**src/rtl/uart_pkg.sv**
```systemverilog
// Shared definitions for the UART receive frame parser: FSM encodings and defaults.
// Latency: n/a (declarations only).
// Backpressure: n/a.
package uart_pkg;

    // Parser states, in frame order; DRAIN is the only state that presents bytes.
    typedef enum logic [2:0] {
        ST_IDLE    = 3'd0,
        ST_LEN     = 3'd1,
        ST_PAYLOAD = 3'd2,
        ST_CHECK   = 3'd3,
        ST_DRAIN   = 3'd4
    } state_t;

    // Default start-of-frame marker.
    localparam logic [7:0] DEFAULT_SYNC_BYTE = 8'hA5;

endpackage

```
**src/rtl/uart_frame_buf.sv**
```systemverilog
// Payload store for one frame: DEPTH x 8 registers, synchronous write, combinational read.
// Latency: write visible to the read port the cycle after wr_en; read is same-cycle.
// Backpressure: none; the owner sequences writes and reads. Contents are not reset.
module uart_frame_buf #(
    parameter int DEPTH = 16,
    parameter int AW    = 4
) (
    input  logic          clk,
    input  logic          wr_en,
    input  logic [AW-1:0] wr_addr,
    input  logic [7:0]    wr_data,
    input  logic [AW-1:0] rd_addr,
    output logic [7:0]    rd_data
);

    logic [7:0] mem [DEPTH];

    // Single write port; no reset so the array maps onto plain storage.
    always_ff @(posedge clk) begin
        if (wr_en) begin
            mem[wr_addr] <= wr_data;
        end
    end

    assign rd_data = mem[rd_addr];

endmodule

```
**src/rtl/uart_rx_frame_parser.sv**
```systemverilog
// Parses SYNC, LEN, payload, CHK frames from a UART byte strobe and replays verified payload.
// Latency: first payload byte is valid the cycle after the CHK byte strobe; one byte per accepted beat.
// Backpressure: valid/ready on the payload side; bytes arriving while draining are dropped and flagged.
module uart_rx_frame_parser
    import uart_pkg::*;
#(
    parameter int         MAX_LEN        = 16,
    parameter logic [7:0] SYNC_BYTE      = DEFAULT_SYNC_BYTE,
    parameter int         TIMEOUT_CYCLES = 1000
) (
    input  logic       clk,
    input  logic       reset,
    input  logic       i_Rx_Done,
    input  logic [7:0] i_Rx_Byte,
    output logic       o_Frame_Valid,
    input  logic       i_Frame_Ready,
    output logic [7:0] o_Frame_Byte,
    output logic       o_Frame_Last,
    output logic [4:0] o_Frame_Len,
    output logic       o_Len_Err,
    output logic       o_Crc_Err,
    output logic       o_Timeout_Err,
    output logic       o_Overrun_Err
);

    localparam int         AW           = (MAX_LEN > 1) ? $clog2(MAX_LEN) : 1;
    localparam int         TW           = $clog2(TIMEOUT_CYCLES + 1);
    localparam logic [7:0] MAX_LEN_B    = 8'(MAX_LEN);
    localparam logic [TW-1:0] TMO_LAST  = TW'(TIMEOUT_CYCLES - 1);

    state_t        state;
    logic [4:0]    len;
    logic [4:0]    idx;
    logic [4:0]    rd_idx;
    logic [7:0]    sum;
    logic [TW-1:0] tmo_cnt;
    logic          len_err;
    logic          crc_err;
    logic          timeout_err;
    logic          overrun_err;

    logic          buf_we;
    logic [7:0]    buf_rdata;
    logic [7:0]    chk_sum;
    logic          last_beat;
    logic          in_frame;

    assign buf_we    = (state == ST_PAYLOAD) && i_Rx_Done;
    assign chk_sum   = sum + i_Rx_Byte;
    assign last_beat = (rd_idx == (len - 5'd1));
    assign in_frame  = (state == ST_LEN) || (state == ST_PAYLOAD) || (state == ST_CHECK);

    uart_frame_buf #(
        .DEPTH (MAX_LEN),
        .AW    (AW)
    ) u_buf (
        .clk     (clk),
        .wr_en   (buf_we),
        .wr_addr (idx[AW-1:0]),
        .wr_data (i_Rx_Byte),
        .rd_addr (rd_idx[AW-1:0]),
        .rd_data (buf_rdata)
    );

    // Frame FSM with its counters, checksum and one-cycle error pulses.
    always_ff @(posedge clk or posedge reset) begin
        if (reset) begin
            state       <= ST_IDLE;
            len         <= '0;
            idx         <= '0;
            rd_idx      <= '0;
            sum         <= '0;
            tmo_cnt     <= '0;
            len_err     <= 1'b0;
            crc_err     <= 1'b0;
            timeout_err <= 1'b0;
            overrun_err <= 1'b0;
        end else begin
            len_err     <= 1'b0;
            crc_err     <= 1'b0;
            timeout_err <= 1'b0;
            overrun_err <= 1'b0;

            // Inter-byte watchdog only runs while a frame is being received.
            if (in_frame) begin
                if (i_Rx_Done) begin
                    tmo_cnt <= '0;
                end else if (tmo_cnt == TMO_LAST) begin
                    tmo_cnt     <= '0;
                    timeout_err <= 1'b1;
                    state       <= ST_IDLE;
                end else begin
                    tmo_cnt <= tmo_cnt + TW'(1);
                end
            end else begin
                tmo_cnt <= '0;
            end

            case (state)
                ST_IDLE: begin
                    if (i_Rx_Done && (i_Rx_Byte == SYNC_BYTE)) begin
                        state <= ST_LEN;
                    end
                end
                ST_LEN: begin
                    if (i_Rx_Done) begin
                        if ((i_Rx_Byte != 8'd0) && (i_Rx_Byte <= MAX_LEN_B)) begin
                            len   <= i_Rx_Byte[4:0];
                            sum   <= i_Rx_Byte;
                            idx   <= '0;
                            state <= ST_PAYLOAD;
                        end else begin
                            len_err <= 1'b1;
                            state   <= ST_IDLE;
                        end
                    end
                end
                ST_PAYLOAD: begin
                    if (i_Rx_Done) begin
                        sum <= chk_sum;
                        idx <= idx + 5'd1;
                        if (idx == (len - 5'd1)) begin
                            state <= ST_CHECK;
                        end
                    end
                end
                ST_CHECK: begin
                    if (i_Rx_Done) begin
                        if (chk_sum == 8'd0) begin
                            rd_idx <= '0;
                            state  <= ST_DRAIN;
                        end else begin
                            crc_err <= 1'b1;
                            state   <= ST_IDLE;
                        end
                    end
                end
                ST_DRAIN: begin
                    // A byte landing here has nowhere to go; flag it, drain continues.
                    if (i_Rx_Done) begin
                        overrun_err <= 1'b1;
                    end
                    if (i_Frame_Ready) begin
                        if (last_beat) begin
                            rd_idx <= '0;
                            state  <= ST_IDLE;
                        end else begin
                            rd_idx <= rd_idx + 5'd1;
                        end
                    end
                end
                default: state <= ST_IDLE;
            endcase
        end
    end

    assign o_Frame_Valid = (state == ST_DRAIN);
    assign o_Frame_Byte  = o_Frame_Valid ? buf_rdata : 8'h00;
    assign o_Frame_Last  = o_Frame_Valid && last_beat;
    assign o_Frame_Len   = o_Frame_Valid ? len : 5'd0;
    assign o_Len_Err     = len_err;
    assign o_Crc_Err     = crc_err;
    assign o_Timeout_Err = timeout_err;
    assign o_Overrun_Err = overrun_err;

endmodule

```
**config.mk**
```make
export PLATFORM = sky130hd
export DESIGN_NAME = uart_rx_frame_parser
export DESIGN_NICKNAME = d
export VERILOG_FILES = /design/src/rtl/uart_pkg.sv /design/src/rtl/uart_frame_buf.sv /design/src/rtl/uart_rx_frame_parser.sv
export SDC_FILE = /design/constraint.sdc
export NUM_CORES = 1
export LEC_CHECK = 0
export CAP_MARGIN = 20
export CORE_MARGIN = 1.5
export CORE_UTILIZATION = 60
export DETAILED_ROUTE_END_ITERATION = 10
export PLACE_DENSITY = 0.76
export SLEW_MARGIN = 20
export SYNTH_ARGS = -nofsm -noshare
export SYNTH_HDL_FRONTEND = slang
export SYNTH_SLANG_ARGS = --single-unit
```
**constraint.sdc**
```tcl
create_clock -name clk -period 6.7 [get_ports clk]
set_clock_uncertainty 0.2 [all_clocks]
set_input_delay 0.67 -clock clk [delete_from_list [all_inputs] [get_ports clk]]
set_output_delay 0.67 -clock clk [all_outputs]
set_load 0.01 [all_outputs]
```
Word-level counts from Yosys, hierarchy flattened
Memories as Yosys holds them, arrays and structs flattened.
Cells that the tools add are included.

storage, ports and cells
  bits in registers = 40
  memory bits (writable) = 128
  input port bits = 12
  output and inout port bits = 19
  word-level logic and storage cells = 89
  memories = 1

cells by class
  $add $sub $neg = 5
  $lt $le $gt $ge = 1
  eq/ne operators = 14
  muxes and demuxes = 44
  reduce and logical (&&, ||, !) cells = 14

memory list
  name       depth  bits a word  read ports  clocked after memory_dff  wr ports  RTL line              source
  u_buf.mem  16     8            1           0                         1         uart_frame_buf.sv:16  logic [7:0] mem [DEPTH];

operators by type and width
  operator                                              count
  2-to-1 mux 5 bit                                      8
  2-to-1 mux 3 bit                                      11
  2-to-1 mux 8 bit                                      4
  2-to-1 mux 10 bit                                     3
  case mux 5 bit (2 select lines)                       2
  case mux 8 bit (2 select lines)                       1
  case mux 3 bit (5 select lines)                       1
  2-to-1 mux 1 bit                                      13
  adder 10 x 1 -> 10 bit (second input constant)        1
  adder 5 x 1 -> 5 bit (second input constant)          2
  == test 10 bit (second input constant)                1
  == test 5 bit                                         2
  adder 8 bit                                           1
  == test 8 bit (second input constant)                 1
  <= comparator 8 x 5 -> 1 bit (second input constant)  1
  logical NOT 8 bit                                     1
  AND reduction 4 bit                                   2
  nonzero test 8 bit                                    1
  == test 3 x 2 -> 1 bit (second input constant)        2
  != test 2 x 1 -> 1 bit (second input constant)        3
  != test 2 bit (second input constant)                 3
  subtractor 5 x 1 -> 5 bit (second input constant)     1
  logical AND 1 bit                                     4
  nonzero test 2 bit                                    2
  other kinds (6)                                       7

Longest topological paths before layout
Gate-level depths: netlist (run 1).

  depth in word-level cells = 7
  gate-level depth with buffers = 9
  gate-level depth less buffers = 9

Cells and area by module
Synthesis (run 1) repeated with hierarchy kept, for this count alone.

second synthesis, totals
  cell total of the unflattened synthesis = 486
  area, all modules = 7564.8 µm²

by module, submodules not included
  module                instances  cells an instance  area each (µm²)  sequential area each (µm²)
  uart_frame_buf        1          221                4987.3           3843.7
  uart_rx_frame_parser  1          265                2577.5           1001.0

Worst setup path before layout (run 1)
No wires, ideal clock.

  path type = input-to-reg
  start point = input i_Rx_Byte[0]
  end point = register rd_idx[0]
  setup time = 129 ps
  arrival time = 2526 ps
  required time = 6371 ps
  slack = 3845 ps
  stages on the path = 9
  buffers on the path = 0
  cell sequence = ha_1 inv_1 fa_1 nor2b_1 o22ai_2 xnor2_1 or4b_4 o21ai_2 a31oi_1

on the way
  cells in the longest elaborated chain, start to end = 4

RTL lines
  what                              RTL line                     source
  from (decl)                       uart_rx_frame_parser.sv:14   input logic [7:0] i_Rx_Byte,
  adder 8 bit                       uart_rx_frame_parser.sv:49   assign chk_sum = sum + i_Rx_Byte;
  logical NOT 8 bit                 uart_rx_frame_parser.sv:129  if (chk_sum == 8'd0) begin
  != test 2 x 1 -> 1 bit (no line)  -
  AND reduction 4 bit (no line)     -
  to (signal assigned)              uart_rx_frame_parser.sv:148  rd_idx <= rd_idx + 5'd1;
  to (decl)                         uart_rx_frame_parser.sv:34   logic [4:0] rd_idx;

Every way passes these cells.
A chain may end at the register's enable or synchronous reset.

Final worst setup path (run 1)
  start point = register rd_idx[0]
  end point = output o_Frame_Byte[0]

on the way
  cells in the longest elaborated chain, start to end = 2

RTL lines
  what                 RTL line                     source
  memory (16 x 8 bit)  -
  2-to-1 mux 8 bit     uart_rx_frame_parser.sv:158  assign o_Frame_Byte = o_Frame_Valid ? buf_rdata : 8'h00;
  to (decl)            uart_rx_frame_parser.sv:17   output logic [7:0] o_Frame_Byte,

Every way passes these cells.

==> impl_metrics.json, run 1 <==
{
  "grt_max_degree": 41,
  "hold_end": "tmo_cnt[0]",
  "routedWlPerCell_um": 23.2,
  "async_flop_share_pct": 23.8,
  "wl_met2_um": 7700,
  "fin_setup_tns_ps": 0,
  "min_path_type": "flop to flop",
  "numCtsBuffers": 17,
  "drive_gt1_share_pct": 16.0,
  "power_density_nw_per_um2": 250,
  "rsz0062_at_grt": "no",
  "syn_area_um2": 7550,
  "status": "complete, no violations",
  "hpwl_um": 9570,
  "slew_headroom_pct": 23.1,
  "route.detailed.drc": 0,
  "fillers": 752,
  "cts_hold_buffers": 0,
  "dp_worst_setup_slack_ps": 2600,
  "postSynthAreaPerCell_um2": 16.0,
  "crit_family": "multiplexers",
  "holdPathStages": 1,
  "worst_ep_required_time_ps": 5830,
  "vias_per_cell": 6.28,
  "worst-setup-path-type": "flop to primary output",
  "path_max_fanout": 37,
  "final.period_utilization_pct": 60.7,
  "port-buffer-count": 30,
  "r2r_cells": 9,
  "fmax_mhz": 246,
  "hold_start": "tmo_cnt[0]",
  "p_sw_share_pct": 20.3,
  "cpPeakStageDelay_ps": 680,
  "synthCells": 471,
  "postLayoutCoreUtil_pct": 70.8,
  "htreeDepth": 4,
  "postCtsSetupBuffers": 0,
  "seq_area_frac_synth_pct": 64.1,
  "syn2layout_area_growth_pct": 14.0,
  "drt-pass1-iter-count": 6,
  "initial_core_util_pct": 62.1,
  "ant_nets": 0,
  "wl_um": 15900,
  "pin_count": 31,
  "ff2ff_setup_slack_ps": 3890,
  "synth_edf_count": 128,
  "synth_cell_types": 62,
  "rows": 40,
  "clk_latency_ps": 430,
  "core-area_um2": 12200,
  "n_antenna_cell": 0,
  "power_frac_comb_pct": 2.3,
  "root_buffer": "clkbuf_16",
  "p_leak_nw": 3.02,
  "reg2reg_from": "sum[0]",
  "finalHoldViolations": 0,
  "die-area_um2": 13300,
  "cts_sinks": 168,
  "drtIter0Drc": 530,
  "path_cells": "buf_4 -> mux4_1 -> mux4_2 -> and2_1 -> clkdlybuf4s50_1",
  "setup_ws_ps": 2640,
  "gp_congestion": 0.864,
  "cts.reportedPaths.clkPinSlew_ps": 60,
  "p_int_w": 0.00171,
  "ir_worst_vdd_mv": 0.169,
  "cts_resized": 0,
  "die_h_um": 115,
  "dr_total_vias": 4306,
  "ys_ff_latch": 168,
  "wl_met1_um": 6770,
  "synth_nets": 498,
  "slew_viol_final": 0,
  "r2r-end": "rd_idx[0]",
  "critPathBufInv": 2,
  "cts_buffer_depth": 2,
  "setup_violations": 0,
  "grt_pass1_wl_um": 24400,
  "grt.total_usage_pct": 26.4,
  "seqPwrFrac_pct": 52.4,
  "drv_cap": 0,
  "end_kind": "primary output",
  "power_frac_clock_pct": 45.3,
  "post-route-min-period_ps": 4060,
  "switchingPower_w": 0.000437,
  "cts_tree": "built",
  "highest_layer": "met4",
  "final_net_count": 532,
  "wl_met3_um": 1210,
  "grt-ovfl-total": 0,
  "slowest_stage": "mux4_1",
  "start_kind": "flop",
  "cp.arrival_ps": 3190,
  "ys.flop_type": "edfxtp_1",
  "tightestPinTransition_ps": 1150,
  "antenna_found_initial": 0,
  "grt_pass1_vias": 4228,
  "ys_warn_count": 0,
  "die_w_um": 115
}
[per-layer routing]
metal,vias to the layer above,GRT usage [%]
li1,1911,-
met1,2172,37.0
met2,199,40.2
met3,24,6.43
met4,0,11.2
met5,-,0
[state kept, by name (all words and copies together) (netlist names)]
register,flops
sum,8
o_Timeout_Err,1
len,5
u_buf.mem,128
o_Len_Err,1
tmo_cnt,10
state,3
idx,5
rd_idx,5
o_Overrun_Err,1
o_Crc_Err,1
[layout make-up]
cell class / count / area (um^2) / share of cell area [%]
Multi-Input combinational cell: 270 / 2570 / 29.9
Tap cell: 168 / 210 / 2.44
Clock buffer: 19 / 453 / 5.26
Inverter: 14 / 52.6 / 0.611
Timing Repair Buffer: 34 / 330 / 3.84
Clock inverter: 13 / 143 / 1.66
Sequential cell: 168 / 4850 / 56.3
[through the flow]
step	hold slack, ps	area (um^2)	instances	total power [W]
floorplan	225	7550	471	0.00117
global placement	239	8000	654	0.00119
detailed placement	258	8000	654	0.00120
CTS	261	8590	686	0.00216
global route	297	8610	686	0.00221
finish	263	8610	686	0.00215
[how the worst max path moves through the flow]
| stage | start | endpoint | slack [ps] | depth (start not counted) |
|---|---|---|---|---|
| after floorplan | i_Rx_Byte[0] | rd_idx[0] | 3840 | 9 |
| after global placement | i_Rx_Byte[0] | rd_idx[0] | 2690 | 10 |
| after detailed placement | i_Rx_Byte[0] | rd_idx[0] | 2600 | 10 |
| after CTS | rd_idx[0] | o_Frame_Byte[0] | 2620 | 5 |
| after global routing | rd_idx[0] | o_Frame_Byte[0] | 2550 | 5 |
| final | rd_idx[0] | o_Frame_Byte[0] | 2640 | 5 |
[power groups by stage]
stage	Clock, W	Sequential [W]	Combinational (W)
2_1_floorplan	0	0.00115	0.0000235
3_3_place_gp	0	0.00115	0.0000470
3_5_place_dp	0	0.00115	0.0000495
4_1_cts	0.000982	0.00113	0.0000499
5_1_grt	0.00103	0.00112	0.0000556
6_report	0.000974	0.00113	0.0000501
[worst reg2reg max path, stage by stage (launching register included)]
cell	delay [ps]
dfrtp_1	350
ha_1	190
inv_1	60
fa_1	390
nor2b_1	240
o22ai_2	120
xnor2_1	150
or4b_4	570
o21ai_2	270
a31oi_1	120
[layout by cell type, fill, tap and decap left out, types with 14 or more instances in the layout]
| master | Yosys | routed |
|---|---|---|
| dfrtp_1 | 40 | 39 |
| mux4_2 | 23 | 23 |
| nand2_1 | 26 | 26 |
| mux4_1 | 17 | 17 |
| nor2_1 | 31 | 27 |
| and2_1 | 15 | 15 |
| ha_1 | 14 | 14 |
| clkbuf_16 | 0 | 17 |
| edfxtp_1 | 128 | 128 |
| xnor2_1 | 19 | 19 |
| clkdlybuf4s50_1 | 0 | 30 |
[logic make-up after synthesis]
family	after synthesis	share of synthesized area [%]
multiplexers	49	14.0
XOR/XNOR	28	3.25
adder cells (fa/ha/maj)	15	2.58
AND/OR/NAND/NOR	128	9.06
flip-flops	168	64.1
AO/OA/AOI/OAI	50	4.66
buffers and inverters	33	2.25
[cells in the mapped netlist, types with 2 or more instances]
library cell  number  area (um^2)
a21o_1             4         30.0
xor2_1             9         78.8
mux4_2            23          518
nand3b_1           2         15.0
nor3_1            10         50.1
buf_1              2         7.51
ha_1              14          175
buf_2              7         35.0
clkbuf_1           6         22.5
or3_1              4         25.0
o21ai_1            3         15.0
inv_1             13         48.8
o211a_1            2         20.0
nor4bb_1           2         20.0
mux4_1            17          447
a211oi_1           2         15.0
nand3_1            9         45.0
a21oi_1            6         30.0
edfxtp_1         128         3840
o211ai_1           2         15.0
a22oi_1            3         22.5
o21ai_0           12         60.1
a31oi_1            2         12.5
nor2b_1            5         31.3
o31ai_1            3         22.5
nor3b_1            3         22.5
nand2_1           26         97.6
mux2i_1            4         40.0
nor2_1            31          116
buf_6              2         22.5
dfrtp_1           40         1000
nand2b_1           3         18.8
and2_1            15         93.8
xnor2_1           19          166
mux2_2             5         56.3
nand4_1            6         37.5
buf_8              2         30.0
No activity file was read; power rests on OpenSTA's default activity.
==> inputs of run 2 (changes only) <==
--- a/config.mk
+++ b/config.mk
@@ -7,9 +7,9 @@
 export LEC_CHECK = 0
 export CAP_MARGIN = 20
 export CORE_MARGIN = 1.5
-export CORE_UTILIZATION = 60
+export CORE_UTILIZATION = 55
 export DETAILED_ROUTE_END_ITERATION = 10
-export PLACE_DENSITY = 0.76
+export PLACE_DENSITY = 0.73
 export SLEW_MARGIN = 20
 export SYNTH_ARGS = -nofsm -noshare
 export SYNTH_HDL_FRONTEND = slang
==> constraint.sdc (replaced) <==
create_clock -name clk -period 3.6 [get_ports clk]
set_clock_uncertainty 0.2 [all_clocks]
set_input_delay 0.36 -clock clk [delete_from_list [all_inputs] [get_ports clk]]
set_output_delay 0.36 -clock clk [all_outputs]
set_load 0.01 [all_outputs]
==> run 2 against run 1 <==
Worst setup slack lost 2500 ps; combinational power up 110%; sequential share of layout area shrank 1.3 points; sequential cell count stayed put; cell count grew 5.1%; sequential power increased by 85%; critical path depth unchanged; first-iteration DRC count decreased by 16%; non-clock buffer count grew 27; register-to-register slack got worse by 3000 ps; via count is 0.93% higher.
==> impl_metrics.json, run 2 (synthesis results as in run 1) <==
{
  "status": "complete, no violations",
  "numCtsBuffers": 17,
  "reg_top3": "u_buf.mem x128, tmo_cnt x10, sum x8",
  "clk_latency_ps": 420,
  "p_total_w": 0.00398,
  "cts_buffer_depth": 2,
  "path_max_fanout": 17,
  "n_antenna_cell": 0,
  "fin_cells": 721,
  "wl_met3_um": 692,
  "rsz0062_at_grt": "no",
  "power_density_nw_per_um2": 452,
  "min_path_type": "input port to async pin",
  "grt.total_usage_pct": 23.8,
  "setup_violations": 0,
  "worst_ep_required_time_ps": 3040,
  "final.period_utilization_pct": 95.8,
  "worst_hold_slack_ps": 244,
  "cts.reportedPaths.clkPinSlew_ps": 60,
  "crit_path_start": "rd_idx[0]",
  "die_h_um": 120,
  "slew_headroom_pct": 30.5,
  "drive_gt1_share_pct": 18.2,
  "pin_count": 31,
  "finalHoldViolations": 0,
  "cts_resized": 0,
  "grt_pass1_vias": 4512,
  "hpwl_um": 10400,
  "tightestPinTransition_ps": 1040,
  "cts_tree": "built",
  "ant_nets": 0,
  "crit_family": "multiplexers",
  "dr_total_vias": 4346,
  "wl_met2_um": 8230,
  "ff2ff_setup_slack_ps": 860,
  "antenna_found_initial": 0,
  "gp_congestion": 0.783,
  "path_cells": "buf_12 -> mux4_1 -> mux4_2 -> and2_1 -> clkdlybuf4s50_1",
  "routedWlPerCell_um": 22.3,
  "end_kind": "primary output",
  "initial_core_util_pct": 56.6,
  "htreeDepth": 4,
  "slowest_stage": "mux4_1",
  "root_buffer": "clkbuf_16",
  "worst-setup-path-type": "flop to primary output",
  "grt_max_degree": 38,
  "port-buffer-count": 30,
  "cts_sinks": 168,
  "largest_register_ffs": 128,
  "dp.cells": 688,
  "grt_pass1_wl_um": 24800,
  "start_kind": "flop",
  "cp.arrival_ps": 2890,
  "highest_layer": "met4",
  "drtIter0Drc": 446,
  "fmax_mhz": 290,
  "die-area_um2": 14400,
  "wl_um": 16100,
  "vias_per_cell": 6.03,
  "regMostFlops": "u_buf.mem",
  "p_leak_nw": 3.14,
  "grt-ovfl-total": 0,
  "drt-pass1-iter-count": 5,
  "final_cell_mix": "edfxtp_1, dfrtp_1, nor2_1",
  "postCtsSetupBuffers": 0,
  "core-area_um2": 13300,
  "critPathBufInv": 2,
  "post-route-min-period_ps": 3450,
  "syn2layout_area_growth_pct": 16.6,
  "rows": 42,
  "ir_worst_vdd_mv": 0.260,
  "die_w_um": 120,
  "cpPeakStageDelay_ps": 640,
  "drv_cap": 0,
  "reg2reg_from": "sum[0]",
  "wl_met1_um": 7040,
  "cts_hold_buffers": 0,
  "fin_setup_tns_ps": 0,
  "route.detailed.drc": 0,
  "final_net_count": 559,
  "final_common_cell": "edfxtp_1",
  "slew_viol_final": 0
}
==> run 2: cell types whose count changed in the layout (fill, tap and decap cells not counted), sizes merged <==
| cell | before | now |
|---|---|---|
| buf | 4 | 30 |
| inv | 17 | 19 |
| clkbuf | 19 | 18 |
| clkinv | 6 | 7 |
| clkinvlp | 2 | 1 |
==> run 2: area by class of cell <==
| type | count | area (um^2) |
|---|---|---|
| clock inverters | 15 | 148 |
| multi-input cells | 270 | 2540 |
| fillers | 921 | 4540 |
| well taps | 176 | 220 |
| clock buffers | 17 | 425 |
| repair buffers | 61 | 576 |
| flip-flops and latches | 168 | 4850 |
| inverters | 14 | 52.6 |
==> run 2: metrics by stage <==
step	instance area (um^2)	setup WS (ps)	utilization [%]
2_1_floorplan	7550	1050	-
3_3_place_gp	8210	442	61.5
3_5_place_dp	8210	387	61.5
4_1_cts	8780	81.5	65.8
5_1_grt	8800	51.1	66.0
6_report	8800	150	66.0
==> run 2: worst paths after layout <==
path / to / depth (start not counted)
worst min-delay path: tmo_cnt[8] / 2
min in group clk: tmo_cnt[0] / 1
worst min register to register: tmo_cnt[0] / 1
worst max-delay path: o_Frame_Byte[3] / 5
max in group asynchronous: rd_idx[0] / 3
worst max register to register: rd_idx[0] / 9
==> run 2: where the power goes <==
group          internal [W]  total (W)  switching [W]  leakage (nW)
combinational     0.0000377   0.000105      0.0000671          1.15
sequential          0.00209    0.00209     0.00000290          1.71
clock               0.00102    0.00178       0.000757         0.283
total               0.00315    0.00398       0.000827          3.14
==> run 2: routing by layer <==
layer,GRT usage (%),vias to the layer above
met5,0,-
met4,7.74,0
met3,5.33,11
met2,38.5,117
met1,32.5,2263
li1,-,1955
